===== src/rtl/cim_adder_pkg.sv =====
// Shared types and width helpers for the CIM adder-tree pipeline.
// Sizes the tree levels, the inter-level bus and the accumulator state encoding.
package cim_adder_pkg;

  typedef enum logic {IDLE = 1'b0, ACC = 1'b1} acc_state_t;

  function automatic int clog2(input int n);
    int r;
    r = 0;
    while ((1 << r) < n) r++;
    return r;
  endfunction

  function automatic int sum_width(input int in_w, input int num_in);
    return in_w + clog2(num_in);
  endfunction

  // Operand count after a number of pairwise levels; an odd operand rides with a zero partner.
  function automatic int count_at(input int num_in, input int level);
    int c;
    c = num_in;
    for (int i = 0; i < level; i++) c = (c + 1) / 2;
    return c;
  endfunction

  // Bit offset of a level's results inside the concatenated inter-level bus (levels start at 1).
  function automatic int bus_offset(input int num_in, input int in_w, input int level);
    int o;
    o = 0;
    for (int i = 1; i < level; i++) o += count_at(num_in, i) * (in_w + i);
    return o;
  endfunction

endpackage


===== src/rtl/cim_adder_level.sv =====
// One registered adder level: sums operand pairs into results one bit wider.
// Control bits travel with valid; data registers hold while no valid frame is present.
module cim_adder_level
  import cim_adder_pkg::*;
#(
  parameter int NUM_PAIRS = 1,
  parameter int IN_CNT    = 2,
  parameter int IN_W      = 8,
  parameter bit SIGNED    = 1'b0
) (
  input  logic                          clk,
  input  logic                          rst_n,
  input  logic                          vld,
  input  logic                          first,
  input  logic                          mode,
  input  logic [IN_CNT*IN_W-1:0]        data,
  output logic                          sum_vld,
  output logic                          sum_first,
  output logic                          sum_mode,
  output logic [NUM_PAIRS*(IN_W+1)-1:0] sum_data
);

  localparam int SW = IN_W + 1;

  logic [NUM_PAIRS*SW-1:0] sum_c;

  function automatic logic signed [SW-1:0] extend(input logic [IN_W-1:0] v);
    return SIGNED ? {v[IN_W-1], v} : {1'b0, v};
  endfunction

  for (genvar p = 0; p < NUM_PAIRS; p++) begin : g_pair
    logic signed [SW-1:0] a_x;
    logic signed [SW-1:0] b_x;
    assign a_x = extend(data[2*p*IN_W +: IN_W]);
    if (2*p + 1 < IN_CNT) begin : g_pair_b
      assign b_x = extend(data[(2*p+1)*IN_W +: IN_W]);
    end else begin : g_pair_zero
      assign b_x = '0;
    end
    assign sum_c[p*SW +: SW] = a_x + b_x;
  end

  // level register
  always_ff @(posedge clk or negedge rst_n) begin
    if (!rst_n) begin
      sum_vld   <= 1'b0;
      sum_first <= 1'b0;
      sum_mode  <= 1'b0;
      sum_data  <= '0;
    end else begin
      sum_vld <= vld;
      if (vld) begin
        sum_first <= first;
        sum_mode  <= mode;
        sum_data  <= sum_c;
      end
    end
  end

endmodule


===== src/rtl/cim_adder_tree_pipe.sv =====
// Pipelined adder tree reducing NUM_IN bank read-outs to one sum per cycle,
// followed by a pass-through / accumulate stage (plain sum or MSB-first shift-add).
module cim_adder_tree_pipe
  import cim_adder_pkg::*;
#(
  parameter int NUM_IN  = 16,
  parameter int IN_W    = 8,
  parameter bit SIGNED  = 1'b0,
  parameter int ACC_LEN = 8,
  parameter bit SHIFT   = 1'b0,
  parameter bit MSB_NEG = 1'b0,
  parameter int OUT_W   = 20,
  localparam int SUM_W  = sum_width(IN_W, NUM_IN)
) (
  input  logic                   clk,
  input  logic                   rst_n,
  input  logic                   in_valid,
  input  logic [NUM_IN*IN_W-1:0] in_data,
  input  logic                   in_first,
  input  logic                   acc_mode,
  output logic [SUM_W-1:0]       tree_sum,
  output logic                   tree_valid,
  output logic [OUT_W-1:0]       acc_out,
  output logic                   acc_valid,
  output logic                   acc_err
);

  localparam int LEVELS = clog2(NUM_IN);
  localparam int BUS_W  = bus_offset(NUM_IN, IN_W, LEVELS + 1);
  localparam int CNT_W  = clog2(ACC_LEN + 1);

  logic                   vld_p0;
  logic                   first_p0;
  logic                   mode_p0;
  logic [NUM_IN*IN_W-1:0] data_p0;

  logic [BUS_W-1:0] lvl_data;
  logic [LEVELS:1]  lvl_vld;
  logic [LEVELS:1]  lvl_first;
  logic [LEVELS:1]  lvl_mode;

  // stage 0: input register
  always_ff @(posedge clk or negedge rst_n) begin
    if (!rst_n) begin
      vld_p0   <= 1'b0;
      first_p0 <= 1'b0;
      mode_p0  <= 1'b0;
      data_p0  <= '0;
    end else begin
      vld_p0 <= in_valid;
      if (in_valid) begin
        first_p0 <= in_first;
        mode_p0  <= acc_mode;
        data_p0  <= in_data;
      end
    end
  end

  // stages 1..LEVELS: adder levels chained through one concatenated bus
  for (genvar j = 1; j <= LEVELS; j++) begin : g_lvl
    localparam int N_SRC = count_at(NUM_IN, j - 1);
    localparam int N_DST = count_at(NUM_IN, j);
    localparam int W_SRC = IN_W + j - 1;

    logic                   src_vld;
    logic                   src_first;
    logic                   src_mode;
    logic [N_SRC*W_SRC-1:0] src_data;

    if (j == 1) begin : g_head
      assign src_vld   = vld_p0;
      assign src_first = first_p0;
      assign src_mode  = mode_p0;
      assign src_data  = data_p0;
    end else begin : g_chain
      assign src_vld   = lvl_vld[j-1];
      assign src_first = lvl_first[j-1];
      assign src_mode  = lvl_mode[j-1];
      assign src_data  = lvl_data[bus_offset(NUM_IN, IN_W, j - 1) +: N_SRC*W_SRC];
    end

    cim_adder_level #(
      .NUM_PAIRS(N_DST),
      .IN_CNT   (N_SRC),
      .IN_W     (W_SRC),
      .SIGNED   (SIGNED)
    ) u_level (
      .clk      (clk),
      .rst_n    (rst_n),
      .vld      (src_vld),
      .first    (src_first),
      .mode     (src_mode),
      .data     (src_data),
      .sum_vld  (lvl_vld[j]),
      .sum_first(lvl_first[j]),
      .sum_mode (lvl_mode[j]),
      .sum_data (lvl_data[bus_offset(NUM_IN, IN_W, j) +: N_DST*(W_SRC+1)])
    );
  end

  assign tree_sum   = lvl_data[BUS_W-1 -: SUM_W];
  assign tree_valid = lvl_vld[LEVELS];

  function automatic logic signed [OUT_W-1:0] extend_out(input logic [SUM_W-1:0] s);
    if (SIGNED) return OUT_W'(signed'(s));
    return OUT_W'(s);
  endfunction

  function automatic logic signed [OUT_W-1:0] first_load(input logic signed [OUT_W-1:0] f);
    return (SHIFT && MSB_NEG) ? -f : f;
  endfunction

  function automatic logic signed [OUT_W-1:0] accumulate(input logic signed [OUT_W-1:0] a,
                                                         input logic signed [OUT_W-1:0] f);
    return SHIFT ? (a <<< 1) + f : a + f;
  endfunction

  acc_state_t              state_q;
  acc_state_t              state_n;
  logic signed [OUT_W-1:0] acc_q;
  logic signed [OUT_W-1:0] acc_n;
  logic signed [OUT_W-1:0] frame;
  logic signed [OUT_W-1:0] out_n;
  logic [CNT_W-1:0]        cnt_q;
  logic [CNT_W-1:0]        cnt_n;
  logic                    vld_n;
  logic                    err_n;

  // A first-tagged frame in ACC aborts the group and re-evaluates acc_mode.
  always_comb begin
    state_n = state_q;
    acc_n   = acc_q;
    cnt_n   = cnt_q;
    vld_n   = 1'b0;
    err_n   = 1'b0;
    out_n   = acc_out;
    frame   = extend_out(tree_sum);
    if (tree_valid) begin
      if (state_q == ACC && !lvl_first[LEVELS]) begin
        acc_n = accumulate(acc_q, frame);
        cnt_n = cnt_q + 1'b1;
        if (cnt_n == CNT_W'(ACC_LEN - 1)) begin
          vld_n   = 1'b1;
          out_n   = acc_n;
          state_n = IDLE;
        end
      end else begin
        err_n   = (state_q == ACC);
        state_n = IDLE;
        if (!lvl_mode[LEVELS]) begin
          vld_n = 1'b1;
          out_n = frame;
        end else if (lvl_first[LEVELS]) begin
          acc_n = first_load(frame);
          cnt_n = '0;
          if (ACC_LEN == 1) begin
            vld_n = 1'b1;
            out_n = acc_n;
          end else begin
            state_n = ACC;
          end
        end else begin
          err_n = 1'b1;
        end
      end
    end
  end

  // stage LEVELS+1: accumulator register
  always_ff @(posedge clk or negedge rst_n) begin
    if (!rst_n) begin
      state_q   <= IDLE;
      acc_q     <= '0;
      cnt_q     <= '0;
      acc_out   <= '0;
      acc_valid <= 1'b0;
      acc_err   <= 1'b0;
    end else begin
      state_q   <= state_n;
      acc_q     <= acc_n;
      cnt_q     <= cnt_n;
      acc_out   <= out_n;
      acc_valid <= vld_n;
      acc_err   <= err_n;
    end
  end

endmodule

===== config.mk =====
export PLATFORM = sky130hd
export DESIGN_NAME = cim_adder_tree_pipe
export DESIGN_NICKNAME = d
export VERILOG_FILES = /design/src/rtl/cim_adder_pkg.sv /design/src/rtl/cim_adder_level.sv /design/src/rtl/cim_adder_tree_pipe.sv
export SDC_FILE = /design/constraint.sdc
export NUM_CORES = 1
export LEC_CHECK = 0
export CAP_MARGIN = 10
export CELL_PAD_IN_SITES_DETAIL_PLACEMENT = 2
export CELL_PAD_IN_SITES_GLOBAL_PLACEMENT = 2
export CORE_UTILIZATION = 42
export DETAILED_ROUTE_END_ITERATION = 8
export PLACE_DENSITY_LB_ADDON = 0.2
export REMOVE_ABC_BUFFERS = 1
export SYNTH_ARGS = -nofsm -noshare
export SYNTH_HDL_FRONTEND = slang
export SYNTH_SLANG_ARGS = --single-unit

===== constraint.sdc =====
create_clock -name clk -period 6.8 [get_ports clk]
set_input_delay 0.68 -clock clk [delete_from_list [all_inputs] [get_ports clk]]
set_output_delay 0.68 -clock clk [all_outputs]
set_load 0.02 [all_outputs]

* Yosys cells after proc, flatten, opt, wreduce, memory -nomap -nowiden
Index checks and enable logic that the tools add are counted.
** Word-level totals
- Register bits after elaboration :: 336
- Bits in latches :: 0
- Memory bits (writable) :: 0
- Bits in read-only memories :: 0
- Word-level logic and storage cells :: 74
- Memories kept :: 0
** Cells by class
- $add $sub $neg :: 17
- $mul :: 0
- Div/mod/pow operators :: 0
- Order comparisons :: 0
- Equality and inequality tests :: 3
- Shift-type cells :: 0
- Muxes and demuxes :: 21
- Bitwise gates (word level) :: 0
- Reductions and logical operators :: 7
** Operator list (number)
- 20-bit 2-to-1 mux :: 6
- 8-bit by 8-bit adder with 9-bit output :: 8
- 9-bit by 9-bit adder with 10-bit output :: 4
- 10-bit by 10-bit adder with 11-bit output :: 2
- 20-bit by 13-bit adder with 20-bit output :: 1
- 11-bit by 11-bit adder with 12-bit output :: 1
- 1-bit 2-to-1 mux :: 12
- 4-bit 2-to-1 mux :: 3
- 3-bit AND reduction :: 2
- 4-bit by 1-bit adder with 4-bit output, second input constant :: 1
- 4-bit by 3-bit == test with 1-bit output, second input constant :: 1
- 2-bit nonzero test :: 2
- 2-bit by 1-bit inequality test with 1-bit output, second input constant :: 1
- 2-bit inequality test, second input constant :: 1
- 2-bit AND reduction :: 1
- 1-bit logical AND :: 1
- 1-bit logical NOT :: 1

* Logic depth before layout (Yosys ltp)
Gate-level depths: netlist of the first run.
- Depth after elaboration :: 5
- Depth in mapped cells :: 10
- Mapped depth without buffers :: 10

* Modules after synthesis
From an unflattened synthesis of the first run, not the netlist that was laid out.
** Unflattened totals
- Cell total of the unflattened synthesis :: 1772
- Area, all modules :: 19193.4 µm²
** Modules (own cells, without submodules)
- cim_adder_tree_pipe :: instances 1, cells each 557, area each 7513.5 µm², sequential area each 4454.3 µm²
- cim_adder_level at g_lvl[1].u_level :: instances 1, cells each 597, area each 5646.7 µm², sequential area each 1876.8 µm²
- cim_adder_level at g_lvl[2].u_level :: instances 1, cells each 343, area each 3263.1 µm², sequential area each 1076.0 µm²
- cim_adder_level at g_lvl[3].u_level :: instances 1, cells each 178, area each 1759.2 µm², sequential area each 625.6 µm²
- cim_adder_level at g_lvl[4].u_level :: instances 1, cells each 97, area each 1011.0 µm², sequential area each 375.4 µm²

* Least setup slack after synthesis of the first run
No wires, ideal clock.
- Kind :: reg-to-reg
- Start :: register g_lvl[3].u_level.sum_data[0]
- End :: register g_lvl[4].u_level.sum_data[8]
- Library setup time :: 0.120 ns
- Arrival :: 2.308 ns
- Required time :: 6.680 ns
- Slack :: 4.372 ns
- Cell stages (with the launch flop) :: 10
- Path buffers :: 0
- Cells stage by stage :: dfrtp_1 -> ha_1 -> fa_1 -> a21o_1 -> a21oi_1 -> nor2_1 -> o31a_1 -> o21a_1 -> or3_1 -> a31o_1
** On the way
- Longest elaborated chain between the ends :: 1
** Ends and longest elaborated chain
- start: declaration :: line cim_adder_level.sv:20 : output logic [NUM_PAIRS*(IN_W+1)-1:0] sum_data
- start signal: assignment :: line cim_adder_level.sv:55 : sum_data <= sum_c;
- 11-bit by 11-bit adder with 12-bit output :: line cim_adder_level.sv:40 : assign sum_c[p*SW +: SW] = a_x + b_x;
- end signal: assignment :: line cim_adder_level.sv:55
- end: declaration :: line cim_adder_level.sv:20
Every way passes these cells.
A chain may end at the register's enable or synchronous reset.

* Final worst setup path of the first run
- Start :: register g_lvl[3].u_level.sum_data[0]
- End :: register g_lvl[4].u_level.sum_data[10]
The elaborated chain is that of the path after synthesis.

==> results of run 1 <==
cells in the final DEF, fill, tap and decap left out, drive strengths merged, types with 6 or more instances in the layout:
master	instances
a211o	13
o21ai	107
xor2	20
mux2	224
nor2b	27
o31a	9
nand2	92
buf	10
or2	11
a21boi	10
inv	65
a21oi	72
fa	16
xnor2	69
a31oi	21
and3	6
mux2i	11
clkdlybuf4s50	165
a21o	47
dfrtp	336
a211oi	15
nor2	65
or3	7
nor3	22
nand2b	16
ha	145
nand3b	7
o31ai	20
clkinv	6
clkbuf	61
o21a	18
per-stage QoR:
stage	power, mW	worst slack [ns]	area, sq um
after global routing	10.2	3.94	21500
after global placement	7.07	4.22	20200
after CTS	9.68	4.12	21500
after detailed placement	7.34	4.14	20200
final	9.55	4.11	21500
after floorplan	5.98	3.47	17800
worst max path at each step:
stage	endpoint	cells past startpoint
6_report	g_lvl[4].u_level.sum_data[10]$_DFFE_PN0P_	9
5_1_grt	g_lvl[4].u_level.sum_data[9]$_DFFE_PN0P_	8
4_1_cts	acc_out[10]$_DFFE_PN0P_	8
3_5_place_dp	data_p0[6]$_DFFE_PN0P_	3
3_3_place_gp	data_p0[15]$_DFFE_PN0P_	3
2_1_floorplan	g_lvl[1].u_level.sum_data[13]$_DFFE_PN0P_	3
flip-flops by register name (all words and copies together), names as in the netlist:
signal	cells
acc_out	20
g_lvl.src_vld	1
state_q	1
g_lvl.u_level.sum_mode	4
g_lvl.u_level.sum_first	4
g_lvl.u_level.sum_vld	4
acc_err	1
acc_q	20
acc_valid	1
g_lvl.src_mode	1
data_p0	128
first_p0	1
g_lvl.u_level.sum_data	146
cnt_q	4
power groups by stage:
| stage | Combinational, mW | Sequential (mW) | Clock, mW |
|---|---|---|---|
| 2_1_floorplan | 3.00 | 2.98 | 0 |
| 3_3_place_gp | 4.04 | 3.02 | 0 |
| 3_5_place_dp | 4.27 | 3.07 | 0 |
| 4_1_cts | 4.39 | 3.05 | 2.25 |
| 5_1_grt | 4.81 | 3.11 | 2.32 |
| 6_report | 4.33 | 3.03 | 2.18 |
metal layers:
| layer | track usage (%) | up-vias | wire length (um) |
|---|---|---|---|
| met2 | 39.3 | 184 | 23800 |
| met1 | 28.0 | 6442 | 20800 |
| met5 | 0 | - | 0 |
| met4 | 5.88 | 0 | 871 |
| li1 | - | 5896 | - |
| met3 | 3.56 | 63 | 1360 |
worst register-to-register path, cell delays in order, from the launching register on:
cell      delay, ns
dfrtp_1        0.38
ha_1           0.24
fa_1           0.42
a21o_1         0.19
a21oi_1        0.22
nor2_1         0.09
o31a_1         0.29
o41ai_1        0.45
nand4b_1       0.17
o211ai_1       0.16
final cells by class:
cell class	count	area (sq um)
Tap cell	539	674
Multi-Input combinational cell	1109	9130
Timing Repair Buffer	175	1750
Clock buffer	61	1190
Fill cell	4101	20600
Clock inverter	10	135
Sequential cell	336	8410
Inverter	65	244
cell families (layout without fill, tap and decap cells):
logic type | Yosys count | in the layout | synth area share, %
muxes | 235 | 235 | 14.6
and+or+nand+nor | 264 | 264 | 6.92
AOI/OAI and AO/OA | 360 | 360 | 13.0
xor gates and xnor gates | 89 | 89 | 4.33
buffers and inverters | 113 | 311 | 2.48
adders and majority gates | 161 | 161 | 11.9
DFF | 336 | 336 | 46.7
==> flow_summary.ini, run 1 <==
[power_and_ir_drop]
p_int_mw = 5.96
p_sw_mw = 3.59
p_clk_share_pct = 22.9
seqPwrFrac_pct = 31.8
power_density_mw_per_mm2 = 443
p_leak_nw = 9.58
swShare_pct = 37.6
p_comb_share_pct = 45.3
irDropWorstVdd_uv = 195

[timing]
tightest_slew_ns = 1.05
fmax_mhz = 372
tns_ns = 0
holdWs_ns = 0.185
fin_skew_ns = 0.0149
finalCritPeriodShare_pct = 39.5
setup_violations = 0
maxSlewViolCount = 0
hold_viol = 0
max-slew-margin-rel_pct = 30.0
fin_crit_ns = 2.69
grt_setup_unrepaired = false

[worst_hold_path]
hp-class = input pin to async pin

[cts]
cts.path.max_buffers = 3
numCtsBuffers = 40
insertion_delay_ns = 0.56
cts_num_sinks = 336
post-cts-setup-buffers = 0
hold_buffers = 0
cts.clk_slew.worst_paths_ns = 0.06
cts_tree = built
cts_resized = 0
h-tree-depth = 2
cts-root-buf = clkbuf_16

[setup_path]
crit_type = register to register
reg2reg_from = g_lvl[3].u_level.sum_data[0]$_DFFE_PN0P_
crit_fanout = 3
endpoint_kind = register
crit_slowest_cell = o41ai_1
reg2reg_depth = 9
cp-start-kind = register
path_buf_inv = 0
path_delay_family = compound AO/OA/AOI/OAI gates
reg2reg_slack_ns = 4.11
slowest_delay_ns = 0.45
crit_path_start = g_lvl[3].u_level.sum_data[0]$_DFFE_PN0P_
worstPathArrival_ns = 3.16
path_cells = ha_1 > fa_1 > a21o_1 > a21oi_1 > nor2_1 > o31a_1 > o41ai_1 > nand4b_1 > o211ai_1
reg2reg_to = g_lvl[4].u_level.sum_data[10]$_DFFE_PN0P_
worstPathRequired_ns = 7.27

[floorplanning]
io_pins = 168
core_sq_mm = 0.0421
die_y_um = 209
die_area_sq_mm = 0.0437
start_util_pct = 42.7
std_cell_rows = 75
dieWidth_um = 209

[status]
status = complete, no violations

[placed_design]
numPortBuffers = 167
post-place-cells = 2224
place_hpwl_um = 32900
gp_congestion = 0.802

[synth]
syn_avg_cell_area_sq_um = 11.5
synth_area_sq_mm = 0.0180
ys_seq_elements = 336
synth.most_common_cell = dfrtp_1
synthArstFlopShare_pct = 100
synth-main-ff-cell = dfrtp_1
synth_cell_types = 67
synth_edf_count = 0
yosysSeqAreaShare_pct = 46.7
yosys-top-cells-count = dfrtp_1, mux2_2, ha_1
yosys.area.top_type = dfrtp_1
netlist.area_leader.share_pct = 46.7
synthesis.instances = 1558
yosysWarningCount = 0
synth_area_leaders = dfrtp_1, mux2_2, ha_1

[routing]
drc = 0
vias = 12600
dr.pass1.iters = 4
wl_per_cell_um = 20.4
antenna_left = 0
initialDrtViolationCount = 415
drt-vias-per-instance = 5.48
wirelength_um = 46800

[layout]
syn_to_final_growth_pct = 19.8
nets = 2021
fin_cells = 2295
final_util_pct = 51.1
layout-drive-gt1-share_pct = 18.1
antenna_cells = 0

[grt]
grt_overflow_total = 0
grt_max_degree = 148
grt_use_total_pct = 22.2
grt_first_pass_wirelength_um = 77300
grt_pass1_vias = 14600
antenna_found_initial = 0

[flow_run]
drv_cap = 0
Power figures use the tool's default switching activity.
==> run 2: changes to the inputs <==
--- a/config.mk
+++ b/config.mk
@@ -8,7 +8,7 @@
 export CAP_MARGIN = 10
 export CELL_PAD_IN_SITES_DETAIL_PLACEMENT = 2
 export CELL_PAD_IN_SITES_GLOBAL_PLACEMENT = 2
-export CORE_UTILIZATION = 42
+export CORE_UTILIZATION = 35
 export DETAILED_ROUTE_END_ITERATION = 8
 export PLACE_DENSITY_LB_ADDON = 0.2
 export REMOVE_ABC_BUFFERS = 1
==> constraint.sdc (replaced) <==
create_clock -name clk -period 2.47 [get_ports clk]
set_input_delay 0.247 -clock clk [delete_from_list [all_inputs] [get_ports clk]]
set_output_delay 0.247 -clock clk [all_outputs]
set_load 0.02 [all_outputs]
==> run 2 against run 1 <==
Net effect:
- register-to-register slack got worse by 4.1 ns
- total power increased to 2.9 times the previous value
- largest cell class unchanged
- critical path depth unchanged
- clock skew increased by 0.0088 ns
- the run now ends with setup timing left
==> flow_summary.ini, run 2 (synthesis gave the netlist of run 1 again) <==
[status]
status = finished, violations left
violations = setup timing

[layout]
fin_cells = 2486
final_common_cell = dfrtp_1
layout_common_cells = dfrtp_1, mux2_2, clkdlybuf4s50_1
antenna_cells = 0
top_register = g_lvl.u_level.sum_data
nets = 2077
nFillCells = 5192
largest_reg_flops = 146
syn_to_final_growth_pct = 25.0
top_regs = g_lvl.u_level.sum_data: 146 flops, data_p0: 128 flops
layout-drive-gt1-share_pct = 22.6

[setup_path]
reg2reg_slack_ns = -0.03
endpoint_kind = register
crit_fanout = 3
crit_path_start = g_lvl[3].u_level.sum_data[0]$_DFFE_PN0P_
slowest_delay_ns = 0.38
crit_type = register to register
cp-start-kind = register
reg2reg_depth = 9
crit_end = g_lvl[4].u_level.sum_data[8]$_DFFE_PN0P_
worstPathArrival_ns = 2.94
path_cells = ha_2 > fa_2 > a21o_1 > a21oi_2 > nor2_1 > o31a_1 > o21a_1 > or3_1 > a31o_1
worstPathRequired_ns = 2.91
crit_slowest_cell = dfrtp_1
reg2reg_to = g_lvl[4].u_level.sum_data[8]$_DFFE_PN0P_
reg2reg_from = g_lvl[3].u_level.sum_data[0]$_DFFE_PN0P_

[grt]
grt_overflow_total = 0
grt_pass1_vias = 14600
grt_first_pass_wirelength_um = 75500
grt_use_total_pct = 17.7
antenna_found_initial = 0
grt_max_degree = 55

[floorplanning]
std_cell_rows = 82
die_y_um = 229
core_sq_mm = 0.0505
die_area_sq_mm = 0.0523
dieWidth_um = 229
start_util_pct = 35.6
io_pins = 168

[timing]
fin_crit_ns = 2.50
finalCritPeriodShare_pct = 101
grt_setup_unrepaired = true
max-slew-margin-rel_pct = 42.3
maxSlewViolCount = 0
fmax_mhz = 400
tightest_slew_ns = 0.865
hold_viol = 0
setup_violations = 1
fin_skew_ns = 0.0237
holdWs_ns = 0.0865
setup_ws_ns = -0.0273

[flow_run]
drv_cap = 0

[placed_design]
post-place-cells = 2399
gp_congestion = 0.803
numPortBuffers = 167
place_hpwl_um = 33100

[power_and_ir_drop]
swShare_pct = 36.4
irDropWorstVdd_uv = 523
p_sw_mw = 10.0
p_comb_share_pct = 46.9
power_density_mw_per_mm2 = 1220
total_power_mw = 27.5
seqPwrFrac_pct = 30.0
p_leak_nw = 9.94
p_clk_share_pct = 23.1
p_int_mw = 17.5

[cts]
insertion_delay_ns = 0.57
cts.path.max_buffers = 3
h-tree-depth = 2
cts.clk_slew.worst_paths_ns = 0.05
numCtsBuffers = 43
cts-root-buf = clkbuf_16
cts_num_sinks = 336
cts_tree = built

[routing]
vias = 12600
antenna_left = 0
initialDrtViolationCount = 355
drt-vias-per-instance = 5.07
drc = 0
wirelength_um = 44800
wl_per_cell_um = 18.0
dr.pass1.iters = 4

[worst_hold_path]
hp-class = input pin to register
## run 2: changes by cell type in the layout (fill, tap and decap cells not counted), sizes merged
cell | previous run | this run
clkinv | 6 | 5
bufinv | 3 | 4
clkinvlp | 1 | 0
clkbuf | 61 | 66
buf | 10 | 62
inv | 65 | 66
dlygate4sd3 | 0 | 1
## run 2: area by class of cell
cell class | instances | area [sq um] | share of cell area [%]
Multi-Input combinational cell | 1109 | 9300 | 41.4
Clock buffer | 66 | 1270 | 5.66
Clock inverter | 10 | 165 | 0.734
Timing Repair Buffer | 228 | 2250 | 10.0
Sequential cell | 336 | 8410 | 37.4
Inverter | 65 | 244 | 1.08
Tap cell | 672 | 841 | 3.74
## run 2: power by group through the flow
stage / Combinational [mW] / Clock (mW) / Sequential, mW
floorplan: 8.25 / 0 / 8.22
detailed placement: 12.3 / 0 / 8.36
global route: 14.4 / 6.81 / 8.49
CTS: 12.6 / 6.61 / 8.29
finish: 12.9 / 6.37 / 8.25
global placement: 11.9 / 0 / 8.28
## run 2: repair_timing
action,4_1_cts,5_1_grt
resized for setup,11,42
hold buffers,1,0
setup buffers,0,10
endpoints found under the setup margin,9,40
pin swaps,0,15
hold endpoints to repair,47,0
## run 2: metal layers
layer / vias to the layer above / wire (um) / track usage [%]
li1: 6023 / - / -
met1: 6387 / 20200 / 22.1
met2: 139 / 22400 / 31.5
met3: 59 / 1200 / 2.53
met4: 0 / 928 / 5.08
met5: - / 0 / 0
## run 2: worst min path at each step
stage	startpoint	to	slack, ns	cells after the start
4_1_cts	in_valid	data_p0[41]$_DFFE_PN0P_	0.05	3
3_3_place_gp	rst_n	data_p0[22]$_DFFE_PN0P_	0.22	1
5_1_grt	in_valid	data_p0[41]$_DFFE_PN0P_	0.08	3
2_1_floorplan	rst_n	acc_err$_DFF_PN0_	-0.05	0
6_report	in_valid	data_p0[41]$_DFFE_PN0P_	0.09	3
3_5_place_dp	rst_n	data_p0[5]$_DFFE_PN0P_	0.23	1
## run 2: worst max-delay path, delay by kind of cell (launching register included)
family	cells	cell delay [ns]
adder cells (fa/ha/maj)	2	0.55
flip-flops	1	0.38
AO/OA/AOI/OAI	5	1.06
AND/OR/NAND/NOR	2	0.38
## run 2: stage by stage
step | setup TNS [ns] | utilization, % | area (sq um) | worst slack (ns)
floorplan | -11.65 | - | 17800 | -0.856
global placement | -0.0335 | 41.2 | 20800 | -0.0335
detailed placement | -0.232 | 41.2 | 20800 | -0.0745
CTS | 0 | 44.1 | 22300 | 0.00284
global route | -0.341 | 44.6 | 22500 | -0.127
finish | -0.0273 | 44.6 | 22500 | -0.0273
==> run 3: changes to the inputs <==
--- a/config.mk
+++ b/config.mk
@@ -8,6 +8,7 @@
 export CAP_MARGIN = 10
 export CELL_PAD_IN_SITES_DETAIL_PLACEMENT = 2
 export CELL_PAD_IN_SITES_GLOBAL_PLACEMENT = 2
+export CORE_ASPECT_RATIO = 1.25
 export CORE_UTILIZATION = 35
 export DETAILED_ROUTE_END_ITERATION = 8
 export PLACE_DENSITY_LB_ADDON = 0.2
==> run 3 against run 2 <==
Net effect:
- the run now ends clean
- setup slack better by 0.082 ns
- hold slack worse by 0.029 ns
- global-route usage is 0.099 points lower
- critical path type unchanged
- design area is 0.81% lower
- combinational power hardly changed
- clock skew is 0.0034 ns lower
- fmax is 3.4% higher
- via count is 0.59% lower
- count of clock-buffer cells in the layout is 9 lower
- non-clock buffer count is 9 lower
==> flow_summary.ini, run 3 (synthesis gave the netlist of run 1 again) <==
[routing]
vias = 12500
dr.pass1.iters = 4
wl_per_cell_um = 18.2
initialDrtViolationCount = 313
drt-vias-per-instance = 5.11
drc = 0
antenna_left = 0
wirelength_um = 44700

[flow_run]
drv_cap = 0

[setup_path]
reg2reg_to = g_lvl[4].u_level.sum_data[8]$_DFFE_PN0P_
slowest_delay_ns = 0.38
worstPathRequired_ns = 2.91
crit_fanout = 3
reg2reg_depth = 9
path_cells = ha_2 > fa_2 > a21o_1 > a21oi_2 > nor2_1 > o31a_1 > o21a_1 > or3_1 > a31o_1
crit_path_start = g_lvl[3].u_level.sum_data[0]$_DFFE_PN0P_
reg2reg_from = g_lvl[3].u_level.sum_data[0]$_DFFE_PN0P_
cp-start-kind = register
reg2reg_slack_ns = 0.05
path_delay_family = compound AO/OA/AOI/OAI gates
crit_slowest_cell = dfrtp_1
endpoint_kind = register
worstPathArrival_ns = 2.86
crit_type = register to register
path_buf_inv = 0

[layout]
final_common_cell = dfrtp_1
layout_common_cells = dfrtp_1, mux2_2, clkdlybuf4s50_1
top_regs = g_lvl.u_level.sum_data: 146 flops, data_p0: 128 flops
nFillCells = 5089
antenna_cells = 0
nets = 2064
largest_reg_flops = 146
syn_to_final_growth_pct = 24.0
final_util_pct = 44.1
top_register = g_lvl.u_level.sum_data
fin_cells = 2453
layout-drive-gt1-share_pct = 22.5

[grt]
grt_overflow_total = 0
grt_max_degree = 85
grt_pass1_vias = 14500
grt_use_total_pct = 17.6
grt_first_pass_wirelength_um = 74400
antenna_found_initial = 0

[cts]
cts.path.max_buffers = 3
insertion_delay_ns = 0.56
h-tree-depth = 2
cts_tree = built
cts.clk_slew.worst_paths_ns = 0.06
cts-root-buf = clkbuf_16
numCtsBuffers = 39
cts_num_sinks = 336

[power_and_ir_drop]
p_leak_nw = 9.83
irDropWorstVdd_uv = 437
power_density_mw_per_mm2 = 1220
total_power_mw = 27.2

[timing]
fmax_mhz = 414
maxSlewViolCount = 0
fin_crit_ns = 2.42
max-slew-margin-rel_pct = 47.3
tightest_slew_ns = 0.790
fin_skew_ns = 0.0203
setup_ws_ns = 0.0543
grt_setup_unrepaired = true
finalCritPeriodShare_pct = 97.8
setup_violations = 0
hold_viol = 0

[status]
status = complete, no violations

[floorplanning]
die_y_um = 255
start_util_pct = 35.6
std_cell_rows = 92
dieWidth_um = 205
io_pins = 168
die_area_sq_mm = 0.0523
core_sq_mm = 0.0505

[worst_hold_path]
hold_end = data_p0[121]$_DFFE_PN0P_
hp-start = in_valid
min_path_cells = 2
hp-class = input pin to register

[placed_design]
gp_congestion = 0.799
numPortBuffers = 167
post-place-cells = 2382
place_hpwl_um = 32700
dpl_worst_slack_ns = -0.154
run 3: changes by cell type in the layout (fill, tap and decap cells not counted), sizes merged:
cell / change
inv: -2
clkinv: +1
buf: -9
clkinvlp: +1
bufinv: -1
clkbuf: -9
run 3: worst max-delay path by stage:
stage	end	cells after the start	slack, ns
2_1_floorplan	g_lvl[1].u_level.sum_data[13]$_DFFE_PN0P_	3	-0.86
3_3_place_gp	g_lvl[4].u_level.sum_data[8]$_DFFE_PN0P_	9	-0.03
3_5_place_dp	g_lvl[2].u_level.sum_data[28]$_DFFE_PN0P_	10	-0.15
4_1_cts	g_lvl[2].u_level.sum_data[8]$_DFFE_PN0P_	9	0.0001
5_1_grt	g_lvl[4].u_level.sum_data[8]$_DFFE_PN0P_	9	-0.08
6_report	g_lvl[4].u_level.sum_data[8]$_DFFE_PN0P_	9	0.05
run 3: metal layers:
| metal | global-route usage [%] | share of wire [%] | vias up |
|---|---|---|---|
| met5 | 0 | 0 | - |
| met4 | 4.23 | 1.8 | 0 |
| met3 | 2.68 | 2.6 | 55 |
| met2 | 32.1 | 53 | 135 |
| met1 | 21.3 | 43 | 6368 |
| li1 | - | - | 5976 |
run 3: where the power goes:
part	total [mW]	switching (mW)	internal, mW
clock	5.93	2.35	3.57
sequential	8.26	1.16	7.10
combinational	13.0	6.58	6.45
total	27.2	10.1	17.1
run 3: what timing repair did:
| item | in CTS | in global routing |
|---|---|---|
| resized for setup | 19 | 45 |
| pin swaps | 3 | 13 |
| setup buffers | 1 | 3 |
| hold endpoints to repair | 295 | 0 |
| hold buffers | 1 | 0 |
| setup endpoints to repair | 15 | 46 |
run 3: final cells by class:
class | instances | area (sq um) | area share [%]
multi-input combinational | 1109 | 9350 | 41.9
sequential | 336 | 8410 | 37.7
timing repair buffer | 219 | 2170 | 9.73
clock buffer | 57 | 1160 | 5.22
tap | 658 | 823 | 3.69
inverter | 65 | 244 | 1.09
clock inverter | 9 | 138 | 0.617
run 3: metrics by stage:
stage	instance area (sq um)	hold WS (ns)	setup TNS [ns]
6_report	22300	0.0578	0
5_1_grt	22300	0.0413	-0.144
2_1_floorplan	17800	-0.0486	-11.65
3_5_place_dp	20700	0.144	-0.364
4_1_cts	22100	0.0224	0
3_3_place_gp	20700	0.148	-0.0324
